### src/rtl/erc_mult_pipe_pkg.sv
// Shared constants, stage payload type and K/column-mask helpers for the
// error-configurable approximate multiplier.
package erc_mult_pkg;

    localparam int MIN_WIDTH  = 4;
    localparam int MAX_WIDTH  = 16;
    localparam int PIPE_DEPTH = 3;
    localparam int KMAX_W     = $clog2(2 * MAX_WIDTH) + 1;

    typedef logic [KMAX_W-1:0] k_t;

    // Operands are stored at the widest legal size; a narrower build uses the low bits.
    typedef struct packed {
        logic                 valid;
        k_t                   k;
        logic [MAX_WIDTH-1:0] a;
        logic [MAX_WIDTH-1:0] b;
    } stage_t;

    function automatic k_t clamp_k(input k_t lvl, input int width);
        k_t kmax;
        kmax = k_t'(2 * width);
        return (lvl > kmax) ? kmax : lvl;
    endfunction

    // Bit c set means column c belongs to the OR-compressed low field.
    function automatic logic [2*MAX_WIDTH-1:0] col_mask(input k_t k);
        logic [2*MAX_WIDTH-1:0] m;
        m = '0;
        for (int c = 0; c < 2 * MAX_WIDTH; c++) begin
            m[c] = (c < int'(k));
        end
        return m;
    endfunction

endpackage

### src/rtl/erc_mult_pipe_if.sv
// Operand/result stream bundle: producer drives operands, consumer drives out_ready.
interface erc_mult_pipe_if #(
    parameter int WIDTH = 8,
    parameter int LVL_W = $clog2(2 * WIDTH) + 1
);
    logic                 in_valid;
    logic                 in_ready;
    logic [WIDTH-1:0]     dat_in_a;
    logic [WIDTH-1:0]     dat_in_b;
    logic [LVL_W-1:0]     apx_lvl;
    logic                 out_valid;
    logic                 out_ready;
    logic [2*WIDTH-1:0]   dat_o;

    modport master (
        output in_valid, dat_in_a, dat_in_b, apx_lvl, out_ready,
        input  in_ready, out_valid, dat_o
    );

    modport slave (
        input  in_valid, dat_in_a, dat_in_b, apx_lvl, out_ready,
        output in_ready, out_valid, dat_o
    );
endinterface

### src/rtl/erc_col_compress.sv
// Column compressor: OR-reduces the low K columns and folds the remaining
// partial products into a carry-save pair.
module erc_col_compress
    import erc_mult_pkg::*;
#(
    parameter int WIDTH = 8
) (
    input  logic [WIDTH-1:0][WIDTH-1:0] pp_i,
    input  k_t                          k_i,
    output logic [2*WIDTH-1:0]          low_o,
    output logic [2*WIDTH-1:0]          sum_o,
    output logic [2*WIDTH-1:0]          carry_o
);
    localparam int PW = 2 * WIDTH;

    logic [PW-1:0] mask;

    assign mask = PW'(col_mask(k_i));

    // Row i carries pp(i,j) at column i+j; each row is added with a 3:2 step.
    // Carries leaving the MSB are dropped: the true high sum always fits PW bits.
    always_comb begin
        logic [PW-1:0] row;
        logic [PW-1:0] s_nx;
        low_o   = '0;
        sum_o   = '0;
        carry_o = '0;
        row     = '0;
        s_nx    = '0;
        for (int i = 0; i < WIDTH; i++) begin
            row = '0;
            for (int j = 0; j < WIDTH; j++) begin
                if (mask[i+j]) begin
                    low_o[i+j] = low_o[i+j] | pp_i[i][j];
                end else begin
                    row[i+j] = pp_i[i][j];
                end
            end
            s_nx    = sum_o ^ carry_o ^ row;
            carry_o = ((sum_o & carry_o) | (sum_o & row) | (carry_o & row)) << 1;
            sum_o   = s_nx;
        end
    end

endmodule

### src/rtl/erc_mult_pipe.sv
// Three-stage approximate unsigned multiplier with valid/ready stream.
// Define ERC_MULT_ERR_STAT_EN to add the inexact-result counter (stat_clr/err_cnt).
module erc_mult_pipe
    import erc_mult_pkg::*;
#(
    parameter int WIDTH = 8,
    parameter int LVL_W = $clog2(2 * WIDTH) + 1,
    parameter int CNT_W = 16
) (
    input  logic              clk,
    input  logic              rst_n,
    erc_mult_pipe_if.slave    bus
`ifdef ERC_MULT_ERR_STAT_EN
    ,
    input  logic              stat_clr,
    output logic [CNT_W-1:0]  err_cnt
`endif
);
    localparam int PW = 2 * WIDTH;

    if (WIDTH < MIN_WIDTH || WIDTH > MAX_WIDTH || (WIDTH % 2) != 0 || CNT_W < 1) begin : g_bad_param
        $error("erc_mult_pipe: unsupported WIDTH/CNT_W");
    end

    stage_t                     s1_q;
    stage_t                     s2_q;
    logic [WIDTH-1:0][WIDTH-1:0] pp_d;
    logic [WIDTH-1:0][WIDTH-1:0] pp_q;
    logic [PW-1:0]              low_d;
    logic [PW-1:0]              sum_d;
    logic [PW-1:0]              carry_d;
    logic [PW-1:0]              low_q;
    logic [PW-1:0]              sum_q;
    logic [PW-1:0]              carry_q;
    logic [PW-1:0]              dat_d;
    logic [PW-1:0]              dat_q;
    logic                       out_valid_q;
    logic                       adv;
    k_t                         k_in;
    logic                       unused_payload;

    // Whole pipe moves together; bubbles are kept, only a full output stalls.
    assign adv           = !out_valid_q || bus.out_ready;
    assign bus.in_ready  = adv;
    assign bus.out_valid = out_valid_q;
    assign bus.dat_o     = dat_q;

    assign k_in = clamp_k(KMAX_W'(bus.apx_lvl), WIDTH);

    for (genvar gi = 0; gi < WIDTH; gi++) begin : g_pp
        assign pp_d[gi] = bus.dat_in_b & {WIDTH{bus.dat_in_a[gi]}};
    end

    erc_col_compress #(
        .WIDTH (WIDTH)
    ) u_compress (
        .pp_i    (pp_q),
        .k_i     (s1_q.k),
        .low_o   (low_d),
        .sum_o   (sum_d),
        .carry_o (carry_d)
    );

    // High field is a multiple of 2^K and the low field sits below K, so no overlap.
    assign dat_d = (sum_q + carry_q) + low_q;

    always_ff @(posedge clk or negedge rst_n) begin
        if (!rst_n) begin
            s1_q        <= '0;
            s2_q        <= '0;
            pp_q        <= '0;
            low_q       <= '0;
            sum_q       <= '0;
            carry_q     <= '0;
            out_valid_q <= 1'b0;
            dat_q       <= '0;
        end else if (adv) begin
            s1_q.valid <= bus.in_valid;
            if (bus.in_valid) begin
                s1_q.k <= k_in;
                s1_q.a <= MAX_WIDTH'(bus.dat_in_a);
                s1_q.b <= MAX_WIDTH'(bus.dat_in_b);
                pp_q   <= pp_d;
            end
            s2_q.valid <= s1_q.valid;
            if (s1_q.valid) begin
                s2_q.k  <= s1_q.k;
                s2_q.a  <= s1_q.a;
                s2_q.b  <= s1_q.b;
                low_q   <= low_d;
                sum_q   <= sum_d;
                carry_q <= carry_d;
            end
            out_valid_q <= s2_q.valid;
            if (s2_q.valid) begin
                dat_q <= dat_d;
            end
        end
    end

    assign unused_payload = ^{s2_q.k, s2_q.a, s2_q.b};

`ifdef ERC_MULT_ERR_STAT_EN
    logic [PW-1:0]    exact_d;
    logic             inexact_q;
    logic [CNT_W-1:0] err_cnt_q;

    assign exact_d = PW'(s2_q.a[WIDTH-1:0]) * PW'(s2_q.b[WIDTH-1:0]);

    // inexact_q travels with dat_q; the count moves only when the result is taken.
    always_ff @(posedge clk or negedge rst_n) begin
        if (!rst_n) begin
            inexact_q <= 1'b0;
            err_cnt_q <= '0;
        end else begin
            if (adv && s2_q.valid) begin
                inexact_q <= (dat_d != exact_d);
            end
            if (stat_clr) begin
                err_cnt_q <= '0;
            end else if (out_valid_q && bus.out_ready && inexact_q && (err_cnt_q != '1)) begin
                err_cnt_q <= err_cnt_q + CNT_W'(1);
            end
        end
    end

    assign err_cnt = err_cnt_q;
`endif

endmodule

### src/flat_wrapper.sv
// flat-port wrapper written by rule: the top's interface ports become plain ports
module erc_mult_pipe_flat import erc_mult_pkg::*;
#(
    parameter int WIDTH = 8,
    parameter int LVL_W = $clog2(2 * WIDTH) + 1,
    parameter int CNT_W = 16
)
  (clk, rst_n, bus_in_valid, bus_dat_in_a, bus_dat_in_b, bus_apx_lvl, bus_out_ready, bus_in_ready, bus_out_valid, bus_dat_o);
  erc_mult_pipe_if #(.WIDTH(WIDTH), .LVL_W(LVL_W)) bus_i ();
  input  logic clk;
  input  logic rst_n;
  input wire logic [$bits(bus_i.in_valid)-1:0] bus_in_valid;
  input wire logic [$bits(bus_i.dat_in_a)-1:0] bus_dat_in_a;
  input wire logic [$bits(bus_i.dat_in_b)-1:0] bus_dat_in_b;
  input wire logic [$bits(bus_i.apx_lvl)-1:0] bus_apx_lvl;
  input wire logic [$bits(bus_i.out_ready)-1:0] bus_out_ready;
  output wire logic [$bits(bus_i.in_ready)-1:0] bus_in_ready;
  output wire logic [$bits(bus_i.out_valid)-1:0] bus_out_valid;
  output wire logic [$bits(bus_i.dat_o)-1:0] bus_dat_o;
  assign bus_i.in_valid = bus_in_valid;
  assign bus_i.dat_in_a = bus_dat_in_a;
  assign bus_i.dat_in_b = bus_dat_in_b;
  assign bus_i.apx_lvl = bus_apx_lvl;
  assign bus_i.out_ready = bus_out_ready;
  assign bus_in_ready = bus_i.in_ready;
  assign bus_out_valid = bus_i.out_valid;
  assign bus_dat_o = bus_i.dat_o;
  erc_mult_pipe #(.WIDTH(WIDTH), .LVL_W(LVL_W), .CNT_W(CNT_W)) u_core (.clk(clk), .rst_n(rst_n), .bus(bus_i));
endmodule
### config.mk
export PLATFORM = sky130hd
export DESIGN_NAME = erc_mult_pipe_flat
export DESIGN_NICKNAME = d
export VERILOG_FILES = /design/src/rtl/erc_mult_pipe_pkg.sv /design/src/rtl/erc_mult_pipe_if.sv /design/src/rtl/erc_col_compress.sv /design/src/rtl/erc_mult_pipe.sv /design/src/flat_wrapper.sv
export SDC_FILE = /design/constraint.sdc
export NUM_CORES = 1
export LEC_CHECK = 0
export ABC_AREA = 1
export BUFFER_PORTS_ARGS = -buffer_cell sky130_fd_sc_hd__buf_2
export CAP_MARGIN = 10
export CORE_MARGIN = 3
export CORE_UTILIZATION = 55
export CTS_CLUSTER_DIAMETER = 80
export DETAILED_ROUTE_END_ITERATION = 8
export PLACE_DENSITY = 0.78
export SETUP_SLACK_MARGIN = 0.1
export SLEW_MARGIN = 20
export SYNTH_ARGS = -nofsm -noshare
export SYNTH_HDL_FRONTEND = slang
export SYNTH_SLANG_ARGS = --single-unit
### constraint.sdc
create_clock -name clk -period 5.63 [get_ports clk]
set_clock_uncertainty 0.2 [all_clocks]
set_input_delay 0.563 -clock clk [delete_from_list [all_inputs] [get_ports clk]]
set_output_delay 0.563 -clock clk [all_outputs]
set_load 0.005 [all_outputs]
# Word level (Yosys, flattened, before mapping)
# Index checks and enable logic that the tools add are counted.
word_totals:
  ff_bits: 135
  elab_cells: 269
classes:
  n_lt_le_gt_ge: 16
  addsub: 2
  n_reduce_logical: 5
  n_mux: 129
  bitwise: 101
op_table:
  columns: ["op", "n"]
  rows:
  - ["$mux W1", 128]
  - ["$and A8 B8 Y8", 8]
  - ["$or A1 B1 Y1", 49]
  - ["$lt A4 B6 Y1 const A", 7]
  - ["$and A14 B15 Y15", 2]
  - ["$or A15 B15 Y15", 2]
  - ["$and A13 B14 Y14", 2]
  - ["$or A14 B14 Y14", 2]
  - ["$and A12 B13 Y13", 2]
  - ["$or A13 B13 Y13", 2]
  - ["$and A11 B12 Y12", 2]
  - ["$lt A3 B6 Y1 const A", 4]
  - ["$or A12 B12 Y12", 2]
  - ["$and A10 B11 Y11", 2]
  - ["$or A11 B11 Y11", 2]
  - ["$and A9 B10 Y10", 2]
  - ["$or A10 B10 Y10", 2]
  - ["$add A16 B15 Y16", 1]
  - ["$add A16 B16 Y16", 1]
  - ["$and A15 B15 Y15", 1]
  - ["$xor A14 B15 Y15", 1]
  - ["$xor A15 B15 Y15", 1]
  - ["$and A14 B14 Y14", 1]
  - ["$xor A13 B14 Y14", 1]
  - ["22 further kinds", 26]

# Longest topological paths before layout
# Gate-level depths: netlist (run 1).
depth:
  depth_word: 21
  depth_mapped: 16
  mapped_depth_nobuf: 16

# Modules after synthesis
# A second synthesis (run 1) with hierarchy kept.
hier_totals:
  cells_unflattened: 976
  hier_area_um2: 8469.4
modules_own_cells:
  columns: ["mod", "seq_area_each_um2", "instances", "cells_per_inst", "area_per_inst_um2"]
  rows:
  - ["erc_mult_pipe", 3403.3, 1, 689, 6538.8]
  - ["erc_col_compress", 0.0, 1, 287, 1930.6]

# Worst setup path before layout (run 1)
# OpenSTA, ideal clock, no wires.
synth_path:
  path_kind: "register -> register"
  from: "register u_core.s1_q[35] (netlist name)"
  to: "register u_core.sum_q[7]"
  path_buffers: 1
  arrival_ps: 4300
  path_slack_ps: 1065
  period_less_slack_ps: 4565
  path_stages_with_launch: 16
  required_time_ps: 5365
  cell_sequence: "dfrtp_1 nor2_2 buf_2 o21ai_1 nor2_1 ha_1 inv_1 fa_1 fa_1 fa_1 fa_1 fa_1 inv_1 fa_1 nand2_1 nand2_1"
synth_via:
  elab_chain_len: 20
synth_rtl:
  columns: ["item", "line_no", "rtl"]
  rows:
  - ["start: declaration", "erc_mult_pipe.sv:25", "stage_t s1_q;"]
  - ["$lt A2 B6 Y1 / $lt A1 B6 Y1 (equally long branches)", "erc_mult_pipe_pkg.sv:31", "m[c] = (c < int'(k));"]
  - ["$mux W1", "erc_col_compress.sv:33", "if (mask[i+j]) begin"]
  - ["$xor A8 B9 Y9 / $and A8 B9 Y9 (equally long branches)", "erc_col_compress.sv:39, erc_col_compress.sv:40", null]
  - ["$and A9 B10 Y10", "erc_col_compress.sv:40", "carry_o = ((sum_o & carry_o) | (sum_o & row) | (carry_o & row)) << 1;"]
  - ["$or A10 B10 Y10 (2 in a row)", "erc_col_compress.sv:40", null]
  - ["$and A10 B11 Y11", "erc_col_compress.sv:40", null]
  - ["$or A11 B11 Y11 (2 in a row)", "erc_col_compress.sv:40", null]
  - ["$and A11 B12 Y12", "erc_col_compress.sv:40", null]
  - ["$or A12 B12 Y12 (2 in a row)", "erc_col_compress.sv:40", null]
  - ["$and A12 B13 Y13", "erc_col_compress.sv:40", null]
  - ["$or A13 B13 Y13 (2 in a row)", "erc_col_compress.sv:40", null]
  - ["$and A13 B14 Y14", "erc_col_compress.sv:40", null]
  - ["$or A14 B14 Y14 (2 in a row)", "erc_col_compress.sv:40", null]
  - ["$xor A14 B15 Y15", "erc_col_compress.sv:39", "s_nx = sum_o ^ carry_o ^ row;"]
  - ["$xor A15 B15 Y15 *", "erc_col_compress.sv:39", null]
  - ["net u_core.sum_d[7]", "erc_mult_pipe.sv:30", "logic [PW-1:0] sum_d;"]
  - ["end signal: assignment", "erc_mult_pipe.sv:91", "sum_q <= sum_d;"]
  - ["end: declaration", "erc_mult_pipe.sv:33", "logic [PW-1:0] sum_q;"]
# Mark *: on every way through the listed nets, which the timed path passes. The rest lies on a longest branch.
# A chain may end at the register's enable or synchronous reset.

# Final worst setup path (run 1)
# Same ends and word-level chain as after synthesis.

==> results of run 1 <==
-- flip-flops by register name, summed over array words and instances (netlist names) --
signal / cells
u_core.sum_q: 15
u_core.s2_q: 1
u_core.pp_q: 64
u_core.carry_q: 7
u_core.s1_q: 6
u_core.bus.dat_o: 16
u_core.low_q: 15
u_core.bus.out_valid: 1
-- through the flow --
stage          worst slack (ns)  total power, mW  hold WS, ns  cell area (µm²)  util [%]
3_5_place_dp              0.784             2.92        0.255             7860      58.4
6_report                  0.764             3.97       0.0645             8420      62.6
2_1_floorplan              1.06             2.55       0.0674             7660         -
5_1_grt                   0.509             4.33        0.129             8420      62.6
3_3_place_gp              0.875             2.86        0.250             7860      58.4
4_1_cts                   0.762             3.99       0.0882             8420      62.6
-- report_power, final --
part	switching (mW)	internal [mW]	leakage [nW]
Combinational	0.992	0.606	2.27
Sequential	0.171	1.15	1.62
Clock	0.380	0.673	0.280
-- path summary, 6_finish.rpt --
kind | slack (ns) | cells past startpoint | to | from
max | 0.76 | 14 | u_core.sum_q[7] | u_core.s1_q[35]
min | 0.06 | 1 | u_core.bus.out_valid | rst_n
min in group clk | 0.20 | 2 | u_core.s1_q[32] | bus_apx_lvl[0]
max reg2reg | 0.76 | 14 | u_core.sum_q[7] | u_core.s1_q[35]
min reg2reg | 0.26 | 2 | u_core.bus.dat_o[0] | u_core.bus.dat_o[0]
max in group asynchronous | 3.94 | 2 | u_core.pp_q[46] | rst_n
-- kinds of logic after synthesis --
logic type / count (synthesis) / synth area share (%)
AOI/OAI and AO/OA: 117 / 9.36
xor gates and xnor gates: 7 / 0.801
adders and majority gates: 79 / 17.8
buffers and inverters: 157 / 9.05
DFF: 125 / 40.8
and+or+nand+nor: 407 / 22.1
-- cell type report --
| type | instances | area (µm²) |
|---|---|---|
| clock buffers | 21 | 470 |
| clock inverters | 8 | 92.6 |
| fillers | 1160 | 5030 |
| inverters | 117 | 444 |
| multi-input cells | 610 | 3840 |
| flip-flops and latches | 125 | 3130 |
| well taps | 176 | 220 |
| repair buffers | 44 | 228 |
-- metal layers --
metal  global-route usage [%]  vias to the layer above  routed length [µm]
li1                         -                     2859                   -
met1                     34.6                     2778                7720
met2                     36.6                      176                7650
met3                     5.99                       17                1190
met4                     5.75                        0                 192
met5                        0                        -                   0
-- placed cells by master, fill, tap and decap left out --
| cell type | synthesis | layout |
|---|---|---|
| nor2_1 | 36 | 36 |
| clkbuf_1 | 0 | 1 |
| bufinv_16 | 0 | 2 |
| a21oi_1 | 11 | 11 |
| inv_2 | 2 | 2 |
| nor3_1 | 1 | 1 |
| o21ai_0 | 37 | 37 |
| nor2_8 | 1 | 1 |
| inv_4 | 2 | 2 |
| xor2_1 | 1 | 1 |
| clkinvlp_4 | 0 | 1 |
| nand2_4 | 2 | 2 |
| o21ai_2 | 27 | 27 |
| nand4_1 | 4 | 4 |
| fa_1 | 50 | 50 |
| nand3_1 | 61 | 61 |
| nor2_4 | 2 | 2 |
| xnor2_1 | 6 | 6 |
| buf_4 | 3 | 3 |
| buf_2 | 10 | 41 |
| nand2_1 | 288 | 288 |
| clkinv_2 | 0 | 5 |
| dfrtp_1 | 125 | 125 |
| o22ai_1 | 2 | 2 |
| nor4_1 | 7 | 7 |
| nand3b_1 | 2 | 2 |
| a22o_1 | 2 | 2 |
| o31ai_1 | 5 | 5 |
| ha_1 | 29 | 29 |
| o21ai_1 | 31 | 31 |
| o41ai_1 | 2 | 2 |
| clkbuf_8 | 0 | 3 |
| clkbuf_16 | 0 | 17 |
| inv_1 | 113 | 113 |
| nor2_2 | 3 | 3 |
==> summary.md, run 1 <==
| Metric | Value |
|---|---|
| Status | `complete, no violations` |
| Hold WC Path Type | `primary input to async pin` |
| Slowest Stage Delay on Critical Path | `0.54 ns` |
| Final nets | `around 1000` |
| CTS Buffer Depth | `2` |
| Total gr overflow | `0` |
| Share of layout cells above drive strength 1 | `a little under an eighth` |
| Initial antenna violation count | `0` |
| Clock transition at the registers of the reported paths | `0.05 ns` |
| Half-perimeter wire length after placement | `12200 µm` |
| First-pass GRT wire length | `28100 µm` |
| Worst Path Required | `slightly below 6 ns` |
| CP endpoint kind | `flop` |
| CP Buf/Inv Count | `2` |
| Kind of cell adding the most delay to the critical path | `adder cells` |
| Count of cell types in the netlist | `32` |
| Leak | `about 4.2 nW` |
| Die Area | `15400 µm²` |
| Die Ht | `124 µm` |
| Dominant cells by area after synthesis | `dfrtp_1 (41%), nand2_1 (14%), fa_1 (13%)` |
| Synth top cells by count | `nand2_1 (288), dfrtp_1 (125), inv_1 (113), nand3_1 (61), fa_1 (50)` |
| Area Overhead vs Synth | `9.95%` |
| Post-synthesis sequential area ratio | `40.8%` |
| Chip width | `124 µm` |
| Max_cap viols | `0` |
| Non-Filler Instances | `1101` |
| EDFF count, synth | `0` |
| IO buf count | `42` |
| Starting Density | `56.9%` |
| Area share of the largest cell type after synthesis | `40.8%` |
| Syn_nets | `996` |
| Area leader, netlist | `dfrtp_1` |
| Syn avg cell area | `8.58 µm²` |
| # rows | `42` |
| Prevailing post-synth register cell | `dfrtp_1` |
| DR iter-0 viols | `436` |
| Highest Clock Rate | `206 MHz` |
| Skew-Pair Late Insertion Delay | `0.42 ns` |
| Postcts setup bufs | `0` |
| Crit path arrival time | `~5 ns` |
| Flop and latch count out of synthesis | `125` |
| Worst setup path class | `flop to flop` |
| Post-Syn Instances | `892` |
| Pwr per Cell Area | `471 nW/µm²` |
| WL/cell | `15.2 µm` |
| Ports | `43` |
| Total GRT Usage | `between 20% and 30%` |
| CP Launch Type | `flop` |
| CTS Hold Bufs | `0` |
| Unrepaired setup endpoints after global routing | `false` |
| CTS root buf | `clkbuf_16` |
| Placed Cells incl. Taps | `1072` |
| Max-slew violations | `0` |
| Period minus WS final | `a little under 5 ns` |
| Core Box Area | `between 10000 and 15000 µm²` |
| Async SR Flop Fraction | `100%` |
| H-Tree Level Count | `4` |
| DRC | `0` |
| Antenna Cells | `0` |
| Final worst path period share | `86.4%` |
| Slew headroom | `42.8%` |
| Setup total negative slack | `0 ns` |
| Synth Cell Area | `7660 µm²` |
| Highest-delay cell along the critical path | `fa_1` |
| Most frequent cell after synthesis | `nand2_1` |
| Max VDD drop | `approximately 0.00028 V` |
| CP max FO | `11` |
| Vias | `5830` |
| Largest net degree at the start of global routing | `72` |
| Number of CTS-inserted buffers | `17` |
| Endpoints failing setup | `0` |
| Vias in the first global route | `5717` |
| Synth warn | `0` |
| CP dominant cell by count | `fa_1` |
| Routed vias/inst | `5.30` |
| Pre-antenna DRT Iters | `5` |
| Crit-path cells | `nor2_2 > o21ai_1 > nor2_1 > ha_1 > inv_1 > fa_1 > fa_1 > fa_1 > fa_1 > fa_1 > inv_1 > fa_1 > nand2_1 > nand2_1` |
| Hold Fails Final Rpt | `0` |
| Clock Sinks | `125` |
| Measured slew at the worst slew-check pin | `0.858 ns` |
| Routability Congestion | `approximately 0.95` |
| Final antenna-violating net count | `0` |
| Post-CTS Resized | `0` |
| CTS tree | `built` |
| Final WL | `16700 µm` |
Power figures use the tool's default switching activity.
==> inputs of run 2 (changes only) <==
CORE_ASPECT_RATIO = 1.4   (was not set)
CORE_MARGIN = not set   (was 3)
==> run 2 against run 1 <==
Effect of this change: the flow now finishes with violations (negative hold slack); sequential share of layout area is 0.23 points lower; core utilization increased by 0.40 points; via count fell by 0.67%; fmax fell by 0.67%; register-to-register slack lost 0.03 ns; global-route usage up 2.1 points; cell area increased by 0.62%; cell count rose by 0.64%; highest routed layer unchanged.
==> summary.md, run 2 (synthesis gave the netlist of run 1 again) <==
| Metric | Value |
|---|---|
| Pre-antenna DRT Iters | `7 (+2)` |
| Area Overhead vs Synth | `10.6%` |
| Setup slack, reg-to-reg | `0.73 ns (-0.03 ns)` |
| Hold Fails Final Rpt | `1 (+1)` |
| Max-slew violations | `0 (unchanged)` |
| Clock Sinks | `125 (unchanged)` |
| Final nets | `1019 (unchanged)` |
| Commonest cells after routing, fill and taps aside | `nand2_1 (288), dfrtp_1 (125), inv_1 (113)` |
| Unrepaired setup endpoints after global routing | `false` |
| Share of layout cells above drive strength 1 | `12.1% (+0.095 points)` |
| Final WL | `16600 µm (-0.66%)` |
| Final worst path period share | `87.0% (+0.58 points)` |
| Chip width | `102 µm (-18%)` |
| Postcts setup bufs | `0 (unchanged)` |
| Skew-Pair Late Insertion Delay | `0.41 ns (about the same)` |
| Number of CTS-inserted buffers | `17 (unchanged)` |
| Max_cap viols | `0 (unchanged)` |
| Worst setup path class | `flop to flop` |
| Crit-path cells | `nor2_2 > inv_2 > nand2_1 > nand2_1 > fa_1 > fa_1 > fa_1 > fa_1 > fa_1 > inv_1 > fa_1 > nand2_1 > nand2_1` |
| First-pass GRT wire length | `28500 µm (+1.2%)` |
| Measured slew at the worst slew-check pin | `0.832 ns (-0.0258 ns)` |
| Hold WC Path Type | `primary input to async pin` |
| Antenna Cells | `0 (unchanged)` |
| DRC | `0 (unchanged)` |
| WL/cell | `15.0 µm (-1.3%)` |
| Non-Filler Instances | `1108 (+0.64%)` |
| Post-CTS Resized | `0 (unchanged)` |
| H-Tree Level Count | `4 (unchanged)` |
| Max VDD drop | `0.000301 V (+8.9%)` |
| Largest net degree at the start of global routing | `72 (unchanged)` |
| CTS Buffer Depth | `2 (unchanged)` |
| Final antenna-violating net count | `0 (unchanged)` |
| Multi-input logic area | `3840 µm² (unchanged)` |
| Most common cell after layout, fill and taps aside | `nand2_1` |
| Routability Congestion | `0.903 (-5.1%)` |
| Status | `complete, but fails checks` |
| DR iter-0 viols | `334 (-23%)` |
| Endpoints failing setup | `0 (unchanged)` |
| Setup total negative slack | `0 ns (unchanged)` |
| Die Ht | `142 µm (+14%)` |
| Period minus WS final | `4.90 ns (+0.0326 ns)` |
| Crit path launch | `u_core.s1_q[35]` |
| Routed vias/inst | `5.23 (-1.3%)` |
| R2R depth | `13 (-1)` |
| Total gr overflow | `0 (unchanged)` |
| Crit path arrival time | `5.04 ns (+0.02 ns)` |
| Crit path capture | `u_core.sum_q[8]` |
| IO buf count | `42 (unchanged)` |
| Worst Path Required | `5.77 ns (-0.02 ns)` |
| Placed Cells incl. Taps | `1078 (+0.56%)` |
| CTS Hold Bufs | `0 (unchanged)` |
| CP Launch Type | `flop` |
| CP endpoint kind | `flop` |
| CTS tree | `built` |
| Total GRT Usage | `26.0% (+2.1 points)` |
| Starting Density | `56.9% (about the same)` |
| Highest-delay cell along the critical path | `fa_1` |
| Filler Cell Count | `1128 (-2.8%)` |
| CP dominant cell by count | `fa_1` |
| Highest Clock Rate | `204 MHz (-0.67%)` |
| Core Box Area | `13500 µm² (about the same)` |
| Vias | `5791 (-0.67%)` |
| Die Area | `14400 µm² (-6.3%)` |
| Leak | `4.19 nW (+0.59%)` |
| Pwr per Cell Area | `477 nW/µm² (+1.2%)` |
| Sequential cell area | `3130 µm² (unchanged)` |
| # rows | `50 (+19%)` |
| Reg2reg end | `u_core.sum_q[8]` |
| Slowest Stage Delay on Critical Path | `0.54 ns (about the same)` |
| Failing checks | `negative hold slack` |
| Vias in the first global route | `5794 (+1.3%)` |
| Slew headroom | `44.5% (+1.7 points)` |
| CP max FO | `11 (unchanged)` |
| Max reg flops | `64 (unchanged)` |
| Half-perimeter wire length after placement | `12000 µm (-1.7%)` |
| Clock transition at the registers of the reported paths | `0.05 ns (about the same)` |
| Reg with most FFs | `u_core.pp_q` |
| Worst hold slack | `-0.00550 ns (-0.0700 ns)` |
| CTS root buf | `clkbuf_16` |
| Initial antenna violation count | `0 (unchanged)` |
| Ports | `43 (unchanged)` |
| FF-to-FF Start | `u_core.s1_q[35]` |
run 2: cell types whose count changed in the layout (fill, tap and decap cells not counted), sizes merged:
cell,before,now
bufinv,2,3
clkbuf,21,23
clkinv,5,4
clkinvlp,1,0
run 2: worst min path at each step:
stage / startpoint / endpoint
after floorplan: rst_n / u_core.bus.dat_o[0]
after global placement: u_core.bus.dat_o[2] / u_core.bus.dat_o[2]
after detailed placement: u_core.bus.dat_o[10] / u_core.bus.dat_o[10]
after CTS: rst_n / u_core.pp_q[46]
after global routing: rst_n / u_core.pp_q[46]
final: rst_n / u_core.pp_q[46]
run 2: per-layer routing:
layer | routed length, µm | part of all wire (%) | track usage [%]
met5 | 0 | 0 | 0
met4 | 395 | 2.4 | 9.84
met3 | 696 | 4.2 | 4.14
met2 | 8290 | 50 | 42.7
met1 | 7250 | 44 | 34.7
run 2: cell type report:
class	count	area share (%)
multi-input cells	610	45.3
flip-flops and latches	125	36.9
clock buffers	23	5.88
inverters	117	5.24
repair buffers	44	2.69
well taps	182	2.69
clock inverters	7	1.30
run 2: critical path, delay by kind of cell (launching register included):
| family | cells | cell delay [ns] |
|---|---|---|
| flops | 1 | 0.40 |
| buf+inv | 2 | 0.23 |
| simple gates | 5 | 0.84 |
| fa+ha+maj | 6 | 3.15 |
run 2: power breakdown:
group          switching [mW]  total, mW  leakage [nW]  internal (mW)
Combinational           0.997       1.60          2.27          0.606
Sequential              0.165       1.31          1.62           1.15
Clock                   0.379       1.13         0.305          0.747
run 2: stage by stage:
| step | total power, mW | instance area (µm²) | setup WS [ns] | utilization [%] | hold WS, ns |
|---|---|---|---|---|---|
| 5_1_grt | 4.39 | 8470 | 0.459 | 63.0 | 0.0632 |
| 2_1_floorplan | 2.55 | 7660 | 1.06 | - | 0.0674 |
| 3_5_place_dp | 2.91 | 7860 | 0.744 | 58.5 | 0.262 |
| 6_report | 4.04 | 8470 | 0.732 | 63.0 | -0.00550 |
| 4_1_cts | 4.07 | 8470 | 0.730 | 63.0 | 0.0272 |
| 3_3_place_gp | 2.86 | 7860 | 0.814 | 58.5 | 0.249 |
